### src/rtl/mem_stage_lsu.sv
// MEM-stage load/store unit: req/ack data bus, lane steering,
// sign/zero extension, misalignment detection and pipeline stall.
module mem_stage_lsu #(
   parameter int WIDTH   = 32,
   parameter int TIMEOUT = 255
) (
   input  logic             clk,
   input  logic             rst,
   input  logic             mem_valid,
   input  logic             mem_load,
   input  logic             mem_store,
   input  logic [2:0]       mem_funct3,
   input  logic [WIDTH-1:0] mem_addr,
   input  logic [WIDTH-1:0] mem_wdata,
   output logic             stall,
   output logic [WIDTH-1:0] rdata,
   output logic             rdata_valid,
   output logic             misalign,
   output logic             bus_err,
   output logic             bus_req,
   output logic             bus_we,
   output logic [WIDTH-1:0] bus_addr,
   output logic [3:0]       bus_wstrb,
   output logic [WIDTH-1:0] bus_wdata,
   input  logic             bus_ack,
   input  logic [WIDTH-1:0] bus_rdata
);

   localparam logic [1:0] IDLE = 2'd0;
   localparam logic [1:0] BUSY = 2'd1;
   localparam logic [1:0] DONE = 2'd2;

   logic [1:0]  state;
   logic [7:0]  cnt;
   logic [2:0]  f3_q;
   logic [1:0]  off_q;
   logic        ld_q;
   logic        access;
   logic        go;
   logic [3:0]  st_strb;
   logic [31:0] st_data;
   logic [7:0]  b_lane;
   logic [15:0] h_lane;
   logic [31:0] ld_ext;

   assign access = mem_valid & (mem_load | mem_store);
   assign go     = (state == IDLE) & access & ~misalign;
   assign stall  = go | (state == BUSY);

   // Halfword needs addr[0]=0, word needs addr[1:0]=0
   always_comb begin
      misalign = 1'b0;
      if (access) begin
         if (mem_funct3[1:0] == 2'b01)
            misalign = mem_addr[0];
         else if (mem_funct3[1:0] == 2'b10)
            misalign = |mem_addr[1:0];
      end
   end

   // Store byte enables and lane-replicated data
   always_comb begin
      st_strb = 4'hF;
      st_data = mem_wdata;
      unique case (mem_funct3[1:0])
         2'b00: begin
            st_strb = 4'b0001 << mem_addr[1:0];
            st_data = {4{mem_wdata[7:0]}};
         end
         2'b01: begin
            st_strb = 4'b0011 << {mem_addr[1], 1'b0};
            st_data = {2{mem_wdata[15:0]}};
         end
         default: ;
      endcase
   end

   // Select the addressed lane of the read word and extend it
   always_comb begin
      unique case (off_q)
         2'd0:    b_lane = bus_rdata[7:0];
         2'd1:    b_lane = bus_rdata[15:8];
         2'd2:    b_lane = bus_rdata[23:16];
         default: b_lane = bus_rdata[31:24];
      endcase
      h_lane = off_q[1] ? bus_rdata[31:16] : bus_rdata[15:0];
      unique case (f3_q)
         3'b000:  ld_ext = {{24{b_lane[7]}}, b_lane};
         3'b001:  ld_ext = {{16{h_lane[15]}}, h_lane};
         3'b100:  ld_ext = {24'd0, b_lane};
         3'b101:  ld_ext = {16'd0, h_lane};
         default: ld_ext = bus_rdata;
      endcase
   end

   // Transfer FSM: issue, wait for ack or timeout, one-cycle release
   always_ff @(posedge clk) begin
      if (rst) begin
         state       <= IDLE;
         cnt         <= 8'd0;
         f3_q        <= 3'd0;
         off_q       <= 2'd0;
         ld_q        <= 1'b0;
         rdata       <= '0;
         rdata_valid <= 1'b0;
         bus_err     <= 1'b0;
         bus_req     <= 1'b0;
         bus_we      <= 1'b0;
         bus_addr    <= '0;
         bus_wstrb   <= 4'd0;
         bus_wdata   <= '0;
      end else begin
         unique case (state)
            IDLE: begin
               if (go) begin
                  bus_req   <= 1'b1;
                  bus_we    <= mem_store;
                  bus_addr  <= {mem_addr[31:2], 2'b00};
                  bus_wstrb <= mem_store ? st_strb : 4'd0;
                  bus_wdata <= st_data;
                  f3_q      <= mem_funct3;
                  off_q     <= mem_addr[1:0];
                  ld_q      <= mem_load;
                  cnt       <= 8'd0;
                  state     <= BUSY;
               end
            end
            BUSY: begin
               if (bus_ack) begin
                  if (ld_q)
                     rdata <= ld_ext;
                  rdata_valid <= ld_q;
                  bus_req     <= 1'b0;
                  cnt         <= 8'd0;
                  state       <= DONE;
               end else if (cnt == 8'(TIMEOUT - 1)) begin
                  bus_err <= 1'b1;
                  bus_req <= 1'b0;
                  cnt     <= 8'd0;
                  state   <= DONE;
               end else begin
                  cnt <= cnt + 8'd1;
               end
            end
            DONE: begin
               rdata_valid <= 1'b0;
               bus_err     <= 1'b0;
               state       <= IDLE;
            end
            default: state <= IDLE;
         endcase
      end
   end

endmodule

### config.mk
export PLATFORM = sky130hd
export DESIGN_NAME = mem_stage_lsu
export DESIGN_NICKNAME = d
export VERILOG_FILES = /design/src/rtl/mem_stage_lsu.sv
export SDC_FILE = /design/constraint.sdc
export NUM_CORES = 1
export LEC_CHECK = 0
export CORE_ASPECT_RATIO = 0.6
export CORE_MARGIN = 5
export CORE_UTILIZATION = 47
export DETAILED_ROUTE_END_ITERATION = 12
export PLACE_DENSITY_LB_ADDON = 0.12
export REMOVE_ABC_BUFFERS = 1
export SYNTH_ARGS = -nofsm -noshare
export SYNTH_HDL_FRONTEND = slang
export SYNTH_SLANG_ARGS = --single-unit
export TNS_END_PERCENT = 10
### constraint.sdc
create_clock -name clk -period 3.1 [get_ports clk]
set_input_delay 0.31 -clock clk [delete_from_list [all_inputs] [get_ports clk]]
set_output_delay 0.31 -clock clk [all_outputs]
set_load 0.01 [all_outputs]
# Word-level counts from Yosys, hierarchy flattened
# Cells that the tools add are included.
# Widths: inputs -> output; s select.
# op_classes
addsub	1
eq_ne	15
n_shift	2
mux	26
bitwise_logic	6
n_reduce_logical	14
# ops
cell	n
$pmux 32 s4	1
$pmux 32 s2	1
$mux 8	3
$pmux 8 s3	1
$mux 16	1
$pmux 8 s2	1
$mux 1	9
$reduce_and 3->1	3
$add 8x1->8 const B	1
$eq 8x8->1 const B	1
$pmux 4 s2	1
$reduce_and 2->1	4
$eq 2x1->1 const B	3
$eq 2x2->1 const B	3
$eq 3x3->1 const B	2
$logic_not 2->1	3
$mux 2	3
$ne 2x2->1 const B	3
$pmux 1 s2	3
$mux 4	1
$pmux 2 s2	1
$reduce_bool 2->1	2
$shl 1x2->4 const A	1
$shl 2x2->4 const A	1
8 further kinds	11
# word_totals
register_bits	118
input_bits	105
output_inout_bits	106
word_cells	77

# Depth between registers and ports, before layout
# Gate-level depths: netlist of the first run.
# depth
word_depth	8
mapped_depth	8

# Worst setup path after synthesis of the first run
# Ideal clock, no wire load.
# synth_path
path_type	reg2reg
startpoint	register off_q[1]
endpoint	register rdata[27]
setup_ns	0.137
t_arrival_ns	1.513
t_required_ns	2.963
path_slack_ns	1.450
path_stages_with_launch	8
n_path_buf	2
period_less_slack_ns	1.650
cell_sequence	dfxtp_1 -> buf_6 -> mux4_2 -> nor2_2 -> a2111oi_4 -> nor2_4 -> buf_6 -> a211oi_2
# synth_via
elab_chain_cells	3
elab_cells_between_ends	6
# synth_lines
element	line	text
start, declared	36	logic [1:0] off_q;
start signal, assigned	122	off_q <= mem_addr[1:0];
$eq 2x2->1 (tied with other cells)	80	unique case (off_q)
$pmux 8 s3	80	
$pmux 32 s4 (*)	87	unique case (f3_q)
end signal, assigned	131	rdata <= ld_ext;
end, declared	16	output logic [WIDTH-1:0] rdata,
# Mark *: on every way between the ends. The rest lies on a longest branch, timed or not.
# A chain may end at the register's enable or synchronous reset.

# Final worst setup path of the first run
# layout_path
startpoint	register state[0]
endpoint	output stall
# layout_via
elab_chain_cells	4
elab_cells_between_ends	5
# layout_lines
element	line	text
start, declared	33	logic [1:0] state;
start signal, assigned	99	state <= IDLE;
start signal, assigned	125	state <= BUSY;
start signal, assigned	135	state <= DONE;
$logic_not 2->1	47	assign go = (state == IDLE) & access & ~misalign;
$and 1x1->1 (2 in series)	47	
$or 1x1->1 (*)	48	assign stall = go | (state == BUSY);
end, declared	15	output logic stall,
# Marked as above.

==> impl_metrics.json, run 1 <==
{
  "ys_ff_latch": 118,
  "fin_crit_ps": 2470,
  "cap_violations": 0,
  "worstPathMaxFanout": 5,
  "start_kind": "flip-flop",
  "power_switching_mw": 1.43,
  "synth.area.top_cells": "dfxtp_1, nand2_1, a21oi_1",
  "yosysTopAreaCell": "dfxtp_1",
  "cts_buffer_depth": 2,
  "area_growth_pct": 50.3,
  "slew_headroom_pct": 46.7,
  "first_pass_iters": 5,
  "die_area_um2": 13900,
  "seqPwrFrac_pct": 35.3,
  "antenna_found_initial": 0,
  "synth_top_flop_cell": "dfxtp_1",
  "drc_errors": 0,
  "p_leak_nw": 2.84,
  "cp_cell_sequence": "inv_1 > ha_1 > o211a_1 > o211ai_1 > nand2b_1 > clkdlybuf4s50_1",
  "placeableCoreArea_um2": 11300,
  "root_buffer": "clkbuf_16",
  "synth_top_area_share_pct": 43.3,
  "tightest_slew_ps": 798,
  "dp_slack_ps": 578,
  "required_ps": 2790,
  "grt-ovfl-total": 0,
  "std_cell_rows": 30,
  "status": "completed",
  "worstSetupEndpointType": "output pin",
  "synth_edf_count": 0,
  "htreeDepth": 4,
  "drive_gt1_share_pct": 8.64,
  "ios": 211,
  "synthesis.area_um2": 5460,
  "clkTransAtPathRegs_ps": 60,
  "power.total_mw": 4.96,
  "num_antenna_cells": 0,
  "slew_violations": 0,
  "grt_pass1_wl_um": 27200,
  "p_clk_share_pct": 40.2,
  "synth_most_common_cell": "nand2_1",
  "vias": 5489,
  "p_int_mw": 3.53,
  "rsz0062_at_grt": "no",
  "combPwrFrac_pct": 24.6,
  "fin_crit_sh_pct": 79.5,
  "die_h_um": 93.5,
  "peakVddDrop_mv": 0.497,
  "cts_buffers": 17,
  "crit_type": "flip-flop to output pin",
  "fmaxAchievable_mhz": 406,
  "fin_util_pct": 72.3,
  "cp_num_buf_inv": 2,
  "worstSkewPairLatency_ps": 400,
  "final_net_count": 966,
  "fill_cells": 852,
  "swShare_pct": 28.8,
  "start_util_pct": 48.1,
  "wl_um": 17100,
  "tns_ps": 0,
  "synthCells": 672,
  "cts_hold_buf": 0,
  "synth.distinct_cells": 50,
  "seq_area_frac_synth_pct": 43.3,
  "initialDrtViolationCount": 384,
  "io_buffers": 208,
  "setup_violations": 0,
  "critical_path.max_stage_delay_ps": 550,
  "grt_start_max_net_pins": 68,
  "fin_skew_ps": 7.95,
  "hold_class": "primary input to flip-flop",
  "wl_per_cell_um": 16.6,
  "hold_viol": 0,
  "fp.dieW_um": 149,
  "track_usage_pct": 24.2,
  "ant_nets": 0,
  "grt_pass1_vias": 5216,
  "slowest_stage": "clkdlybuf4s50_1",
  "gp_congestion": 0.855,
  "synth.avg_cell_area_um2": 8.12,
  "cts.sinks": 118,
  "setup_ws_ps": 634,
  "powerDensity_nw_per_um2": 605,
  "post-cts-setup-buffer-count": 0,
  "synthArstFlopShare_pct": 0,
  "hpwlAfterDp_um": 12200,
  "crit_arrival_ps": 2160,
  "cts_resized": 0,
  "ys_warn_count": 0,
  "cts_tree": "yes",
  "critical-path-top-delay-family": "buffers and inverters",
  "viasPerCell": 5.34,
  "synth_common_cells": "nand2_1, dfxtp_1, a21oi_1, nor2_1, clkbuf_1"
}
metal layers:
metal / share of wire, % / global-route usage, % / wire, um
met1: 44 / 32.4 / 7560
met2: 44 / 37.5 / 7570
met3: 9.7 / 7.46 / 1660
met4: 1.6 / 7.39 / 265
met5: 0 / 0 / 0
stage by stage:
| step | hold slack [ps] | instances | area, um^2 |
|---|---|---|---|
| floorplan | 375 | 617 | 5200 |
| global placement | 441 | 996 | 7590 |
| detailed placement | 447 | 996 | 7590 |
| CTS | 379 | 1028 | 8200 |
| global route | 397 | 1028 | 8200 |
| finish | 388 | 1028 | 8200 |
state kept, by name, indices dropped and copies added, names as in the netlist:
signal       flops
bus_wdata       32
rdata           32
bus_addr        30
cnt              8
bus_wstrb        4
f3_q             3
off_q            2
state            2
bus_err          1
bus_req          1
bus_we           1
ld_q             1
rdata_valid      1
cells in the final DEF (no fill, tap or decap), types with 14 or more instances in the layout:
cell type,Yosys,routed
dfxtp_1,118,118
nand2_1,157,157
clkbuf_16,0,17
nor2_1,59,59
mux2_2,14,14
o21ai_0,31,31
clkdlybuf4s50_1,0,206
a211oi_1,30,30
mux2i_1,18,18
a21oi_1,78,78
nand3b_1,14,14
tightest hold or removal path, cell delays in order:
cell and delay (ps):
buf_2 140, a21o_1 160, nand3_1 70, a21oi_1 60
kinds of logic after synthesis:
group,count (synthesis),share of synthesized area [%]
buffers and inverters,65,5.32
AND/OR/NAND/NOR,261,20.7
XOR/XNOR,2,0.321
AO/OA/AOI/OAI,186,22.4
adder cells (fa/ha/maj),6,1.38
multiplexers,33,6.60
flip-flops,118,43.3
other,1,0.0687
power groups by stage:
stage,combinational [mW],clock [mW],sequential [mW]
after floorplan,0.512,0,1.85
after global placement,1.18,0,1.77
after detailed placement,1.22,0,1.78
after CTS,1.22,2.02,1.75
after global routing,1.33,2.11,1.77
final,1.22,1.99,1.75
final timing paths:
check | startpoint | to | slack [ps] | cells past startpoint
max reg2reg | state[0] | cnt[1] | 830 | 7
min | mem_funct3[1] | bus_wstrb[2] | 390 | 4
max | state[0] | stall | 630 | 6
min reg2reg | bus_addr[12] | bus_addr[12] | 450 | 2
layout make-up:
type                    instances  area, um^2  share of cell area, %
repair buffers                219        2180                   26.6
flip-flops and latches        118        2360                   28.8
inverters                       9        33.8                  0.412
multi-input cells             490        2820                   34.3
clock buffers                  18         429                   5.23
clock inverters                14         176                   2.15
well taps                     160         200                   2.44
Power figures use the tool's default switching activity.
==> inputs of run 2 (changes only) <==
--- a/config.mk
+++ b/config.mk
@@ -7,7 +7,7 @@
 export LEC_CHECK = 0
 export CORE_ASPECT_RATIO = 0.6
 export CORE_MARGIN = 5
-export CORE_UTILIZATION = 47
+export CORE_UTILIZATION = 44
 export DETAILED_ROUTE_END_ITERATION = 12
 export PLACE_DENSITY_LB_ADDON = 0.12
 export REMOVE_ABC_BUFFERS = 1
==> constraint.sdc (replaced) <==
create_clock -name clk -period 2.33 [get_ports clk]
set_input_delay 0.233 -clock clk [delete_from_list [all_inputs] [get_ports clk]]
set_output_delay 0.233 -clock clk [all_outputs]
set_load 0.01 [all_outputs]
==> run 2 against run 1 <==
Critical path depth is the same. Utilization is 3.1 points lower. Critical endpoint unchanged. Register-to-register slack worse by 430 ps. Die area rose by 6.2%. Largest cell class unchanged.
==> impl_metrics.json, run 2 (synthesis gave the netlist of run 1 again) <==
{
  "fin_util_pct": 69.2,
  "cp_cell_sequence": "inv_2 > ha_4 > o211a_1 > o211ai_1 > nand2b_1 > clkdlybuf4s50_1",
  "root_buffer": "clkbuf_16",
  "dp_cells": 1016,
  "p_leak_nw": 2.94,
  "ios": 211,
  "powerDensity_nw_per_um2": 813,
  "die_area_um2": 14800,
  "fin_crit_ps": 2200,
  "placeableCoreArea_um2": 12100,
  "layout_common_cells": "clkdlybuf4s50_1, nand2_1, dfxtp_1, a21oi_1, nor2_1",
  "drive_gt1_share_pct": 10.3,
  "hold_class": "primary input to flip-flop",
  "wl_um": 17500,
  "worst_hold_slack_ps": 319,
  "power_switching_mw": 1.87,
  "wl_per_cell_um": 16.7,
  "antenna_found_initial": 0,
  "hpwlAfterDp_um": 12600,
  "top_regs": "bus_wdata: 32 flops, rdata: 32 flops, bus_addr: 30 flops",
  "io_buffers": 208,
  "track_usage_pct": 22.7,
  "instances_no_fill": 1048,
  "grt_pass1_vias": 5427,
  "worstPathMaxFanout": 5,
  "hold_viol": 0,
  "start_util_pct": 45.1,
  "seqPwrFrac_pct": 34.2,
  "grt-ovfl-total": 0,
  "first_pass_iters": 8,
  "crit_arrival_ps": 1960,
  "rsz0062_at_grt": "no",
  "cap_violations": 0,
  "std_cell_rows": 31,
  "num_antenna_cells": 0,
  "cts_tree": "yes",
  "peakVddDrop_mv": 0.674,
  "cts_buffer_depth": 2,
  "cts_hold_buf": 0,
  "setup_violations": 0,
  "start_kind": "flip-flop",
  "power.total_mw": 6.81,
  "required_ps": 2100,
  "slowest_stage": "clkdlybuf4s50_1",
  "slew_headroom_pct": 52.9,
  "reg2reg_depth": 9,
  "mostFrequentLayoutCell": "clkdlybuf4s50_1",
  "fill_cells": 977,
  "die_h_um": 96.3,
  "worstSetupEndpointType": "output pin",
  "crit_type": "flip-flop to output pin",
  "swShare_pct": 27.5,
  "fin_crit_sh_pct": 94.3,
  "area_growth_pct": 53.5,
  "clkTransAtPathRegs_ps": 60,
  "ant_nets": 0,
  "slew_violations": 0,
  "cts_buffers": 17,
  "fin_skew_ps": 7.93,
  "htreeDepth": 4,
  "status": "completed",
  "drc_errors": 0,
  "post-cts-setup-buffer-count": 0,
  "viasPerCell": 5.32,
  "cts.sinks": 118,
  "vias": 5571,
  "fmaxAchievable_mhz": 455,
  "initialDrtViolationCount": 361,
  "combPwrFrac_pct": 25.0,
  "grt_pass1_wl_um": 27500,
  "gp_congestion": 0.835,
  "tightest_slew_ps": 706,
  "fp.dieW_um": 154,
  "worstSkewPairLatency_ps": 400,
  "min_path_cells": 2,
  "grt_start_max_net_pins": 52,
  "final_net_count": 981,
  "critical_path.max_stage_delay_ps": 540,
  "p_int_mw": 4.94,
  "p_clk_share_pct": 40.8
}
-- run 2: final timing paths --
kind	from	to	slack (ps)
setup / recovery	state[0]	stall	130
hold / removal	rst	bus_addr[30]	320
setup reg to reg	state[0]	cnt[6]	400
hold reg to reg	bus_addr[20]	bus_addr[20]	450
-- run 2: cell type report --
class	instances	area (um^2)	share of cell area [%]
clock buffer	23	478	5.71
clock inverter	9	148	1.76
inverter	9	33.8	0.403
multi-input combinational	490	2830	33.8
sequential	118	2360	28.2
tap	165	206	2.46
timing repair buffer	234	2320	27.7
-- run 2: repair_timing --
action                                  4_1_cts  5_1_grt
endpoints found under the hold margin         0        0
endpoints found under the setup margin        1        1
gates resized for setup                       1        3
-- run 2: through the flow --
step	setup slack (ps)	TNS (ps)	instance area, um^2
floorplan	-1100	-38910	5200
global placement	290	0	7740
detailed placement	154	0	7740
CTS	21.4	0	8370
global route	23.7	0	8380
finish	133	0	8380
-- run 2: metal layers --
layer  vias up  global-route usage (%)  share of wire, %
met5         -                       0                 0
met4         0                    6.32               1.3
met3        19                    6.87               7.9
met2       217                    37.3                46
met1      2609                    29.4                45
li1       2726                       -                 -
-- run 2: critical path, delay by kind of cell (launching register included) --
kind,cells,cell delay [ps]
adders and majority gates,1,170
DFF,1,340
buffers and inverters,2,640
AOI/OAI and AO/OA,2,320
and+or+nand+nor,1,100
-- run 2: power by group through the flow --
stage	Clock [mW]	Combinational, mW	Sequential (mW)
2_1_floorplan	0	0.681	2.46
3_3_place_gp	0	1.63	2.35
6_report	2.78	1.70	2.33
3_5_place_dp	0	1.67	2.37
4_1_cts	2.80	1.69	2.33
5_1_grt	2.92	1.84	2.36
==> inputs of run 3 (changes only) <==
--- a/config.mk
+++ b/config.mk
@@ -7,7 +7,7 @@
 export LEC_CHECK = 0
 export CORE_ASPECT_RATIO = 0.6
 export CORE_MARGIN = 5
-export CORE_UTILIZATION = 44
+export CORE_UTILIZATION = 47
 export DETAILED_ROUTE_END_ITERATION = 12
 export PLACE_DENSITY_LB_ADDON = 0.12
 export REMOVE_ABC_BUFFERS = 1
==> constraint.sdc (replaced) <==
create_clock -name clk -period 2.6 [get_ports clk]
set_input_delay 0.26 -clock clk [delete_from_list [all_inputs] [get_ports clk]]
set_output_delay 0.26 -clock clk [all_outputs]
set_load 0.01 [all_outputs]
==> run 3 against run 2 <==
First-iteration DRC count decreased by 9.4%. Register-to-register slack hardly changed. Worst setup slack gained 24 ps. Utilization is 3.4 points higher. Sequential share of layout area up 0.48 points. Count of clock-buffer cells in the layout down 2. Critical path depth did not move. Routed wire length down 1.4%. Sequential power down 10%. Total power fell by 12%. Via count hardly changed. Non-clock buffer count decreased by 13. Largest cell class unchanged.
==> impl_metrics.json, run 3 (synthesis gave the netlist of run 1 again) <==
{
  "hold_class": "primary input to flip-flop",
  "mostFrequentLayoutCell": "clkdlybuf4s50_1",
  "hpwlAfterDp_um": 12500,
  "worstSetupEndpointType": "output pin",
  "cts_hold_buf": 0,
  "min_path_cells": 2,
  "grt_start_max_net_pins": 78,
  "peakVddDrop_mv": 0.539,
  "antenna_found_initial": 0,
  "power.total_mw": 5.99,
  "powerDensity_nw_per_um2": 727,
  "clkTransAtPathRegs_ps": 60,
  "viasPerCell": 5.41,
  "swShare_pct": 27.4,
  "area_growth_pct": 51.0,
  "required_ps": 2340,
  "crit_arrival_ps": 2180,
  "p_int_mw": 4.35,
  "reg2reg_depth": 8,
  "grt.busiest_layer": "met2",
  "fin_crit_sh_pct": 94.0,
  "worstSkewPairLatency_ps": 400,
  "tightest_slew_ps": 830,
  "cap_violations": 0,
  "cts_buffers": 17,
  "fmaxAchievable_mhz": 409,
  "io_buffers": 208,
  "reg2reg_slack_ps": 410,
  "hold_end": "bus_addr[11]",
  "gp_congestion": 0.853,
  "drive_gt1_share_pct": 8.75,
  "slew_headroom_pct": 44.5,
  "rr_endpoint": "cnt[2]",
  "grt_pass1_vias": 5324,
  "status": "completed",
  "power_switching_mw": 1.64,
  "cts_buffer_depth": 2,
  "grt_util_met1_pct": 31.5,
  "die_h_um": 93.5,
  "worstHoldStart": "rst",
  "num_antenna_cells": 0,
  "grt-ovfl-total": 0,
  "worst_hold_slack_ps": 324,
  "std_cell_rows": 30,
  "ios": 211,
  "track_usage_pct": 24.3,
  "layout_common_cells": "clkdlybuf4s50_1, nand2_1, dfxtp_1, a21oi_1, nor2_1",
  "p_leak_nw": 2.87,
  "fin_crit_ps": 2440,
  "cts.sinks": 118,
  "drc_errors": 0,
  "vias": 5569,
  "top_regs": "bus_wdata: 32 flops, rdata: 32 flops, bus_addr: 30 flops",
  "seqPwrFrac_pct": 35.0,
  "p_clk_share_pct": 40.5,
  "wl_um": 17200,
  "fin_skew_ps": 6.87,
  "grtUsageMet2_pct": 38.7,
  "r2r_start": "state[0]",
  "rsz0062_at_grt": "no",
  "die_area_um2": 13900,
  "first_pass_iters": 6,
  "root_buffer": "clkbuf_16",
  "combPwrFrac_pct": 24.5,
  "ant_nets": 0,
  "slew_violations": 0,
  "wl_per_cell_um": 16.7,
  "start_util_pct": 48.1,
  "crit_type": "flip-flop to output pin",
  "final_net_count": 968,
  "htreeDepth": 4,
  "placeableCoreArea_um2": 11300,
  "worstPathMaxFanout": 5,
  "grt_util_met3_pct": 6.73,
  "start_kind": "flip-flop",
  "fp.dieW_um": 149,
  "initialDrtViolationCount": 327,
  "setup_violations": 0,
  "cts_tree": "yes",
  "tns_ps": 0,
  "grt_pass1_wl_um": 27300,
  "hold_viol": 0
}
==> run 3: area by class of cell <==
cell class                 instances  area (um^2)
tap                              160          200
inverter                           9         33.8
sequential                       118         2360
timing repair buffer             221         2210
clock buffer                      21          460
clock inverter                    10          153
multi-input combinational        490         2820
fill                             834         3100
==> run 3: how the worst max path moves through the flow <==
stage | start | endpoint | cells after the start
4_1_cts | state[0] | stall | 6
3_5_place_dp | mem_store | cnt[2] | 7
6_report | state[0] | stall | 6
2_1_floorplan | mem_funct3[1] | cnt[6] | 5
3_3_place_gp | mem_store | cnt[5] | 7
5_1_grt | state[0] | stall | 6
==> run 3: what timing repair did <==
action,4_1_cts,5_1_grt
setup endpoints to repair,0,1
setup buffers,0,0
gates resized for setup,0,1
==> run 3: critical path, stage by stage (launching register included) <==
cell and delay [ps]:
dfxtp_1 330, inv_1 130, ha_2 240, o211a_1 200, o211ai_1 160, nand2b_1 160
clkdlybuf4s50_1 560
==> run 3: metrics by stage <==
stage / setup WS [ps] / utilization [%] / instance area, um^2 / cells
floorplan: -858 / - / 5200 / 617
global placement: 372 / 67.2 / 7620 / 998
detailed placement: 240 / 67.2 / 7620 / 998
CTS: 121 / 72.6 / 8230 / 1029
global route: 42.9 / 72.7 / 8240 / 1029
finish: 157 / 72.7 / 8240 / 1029
==> run 3: power groups by stage <==
stage,registers [mW],logic (mW),clock network [mW]
finish,2.09,1.47,2.43
detailed placement,2.13,1.46,0
CTS,2.09,1.47,2.46
global route,2.12,1.61,2.55
floorplan,2.21,0.610,0
global placement,2.12,1.43,0
==> run 3: routing by layer <==
layer / part of all wire (%) / up-vias
li1: - / 2694
met1: 43 / 2585
met2: 45 / 255
met3: 10 / 35
met4: 2.0 / 0
met5: 0 / -
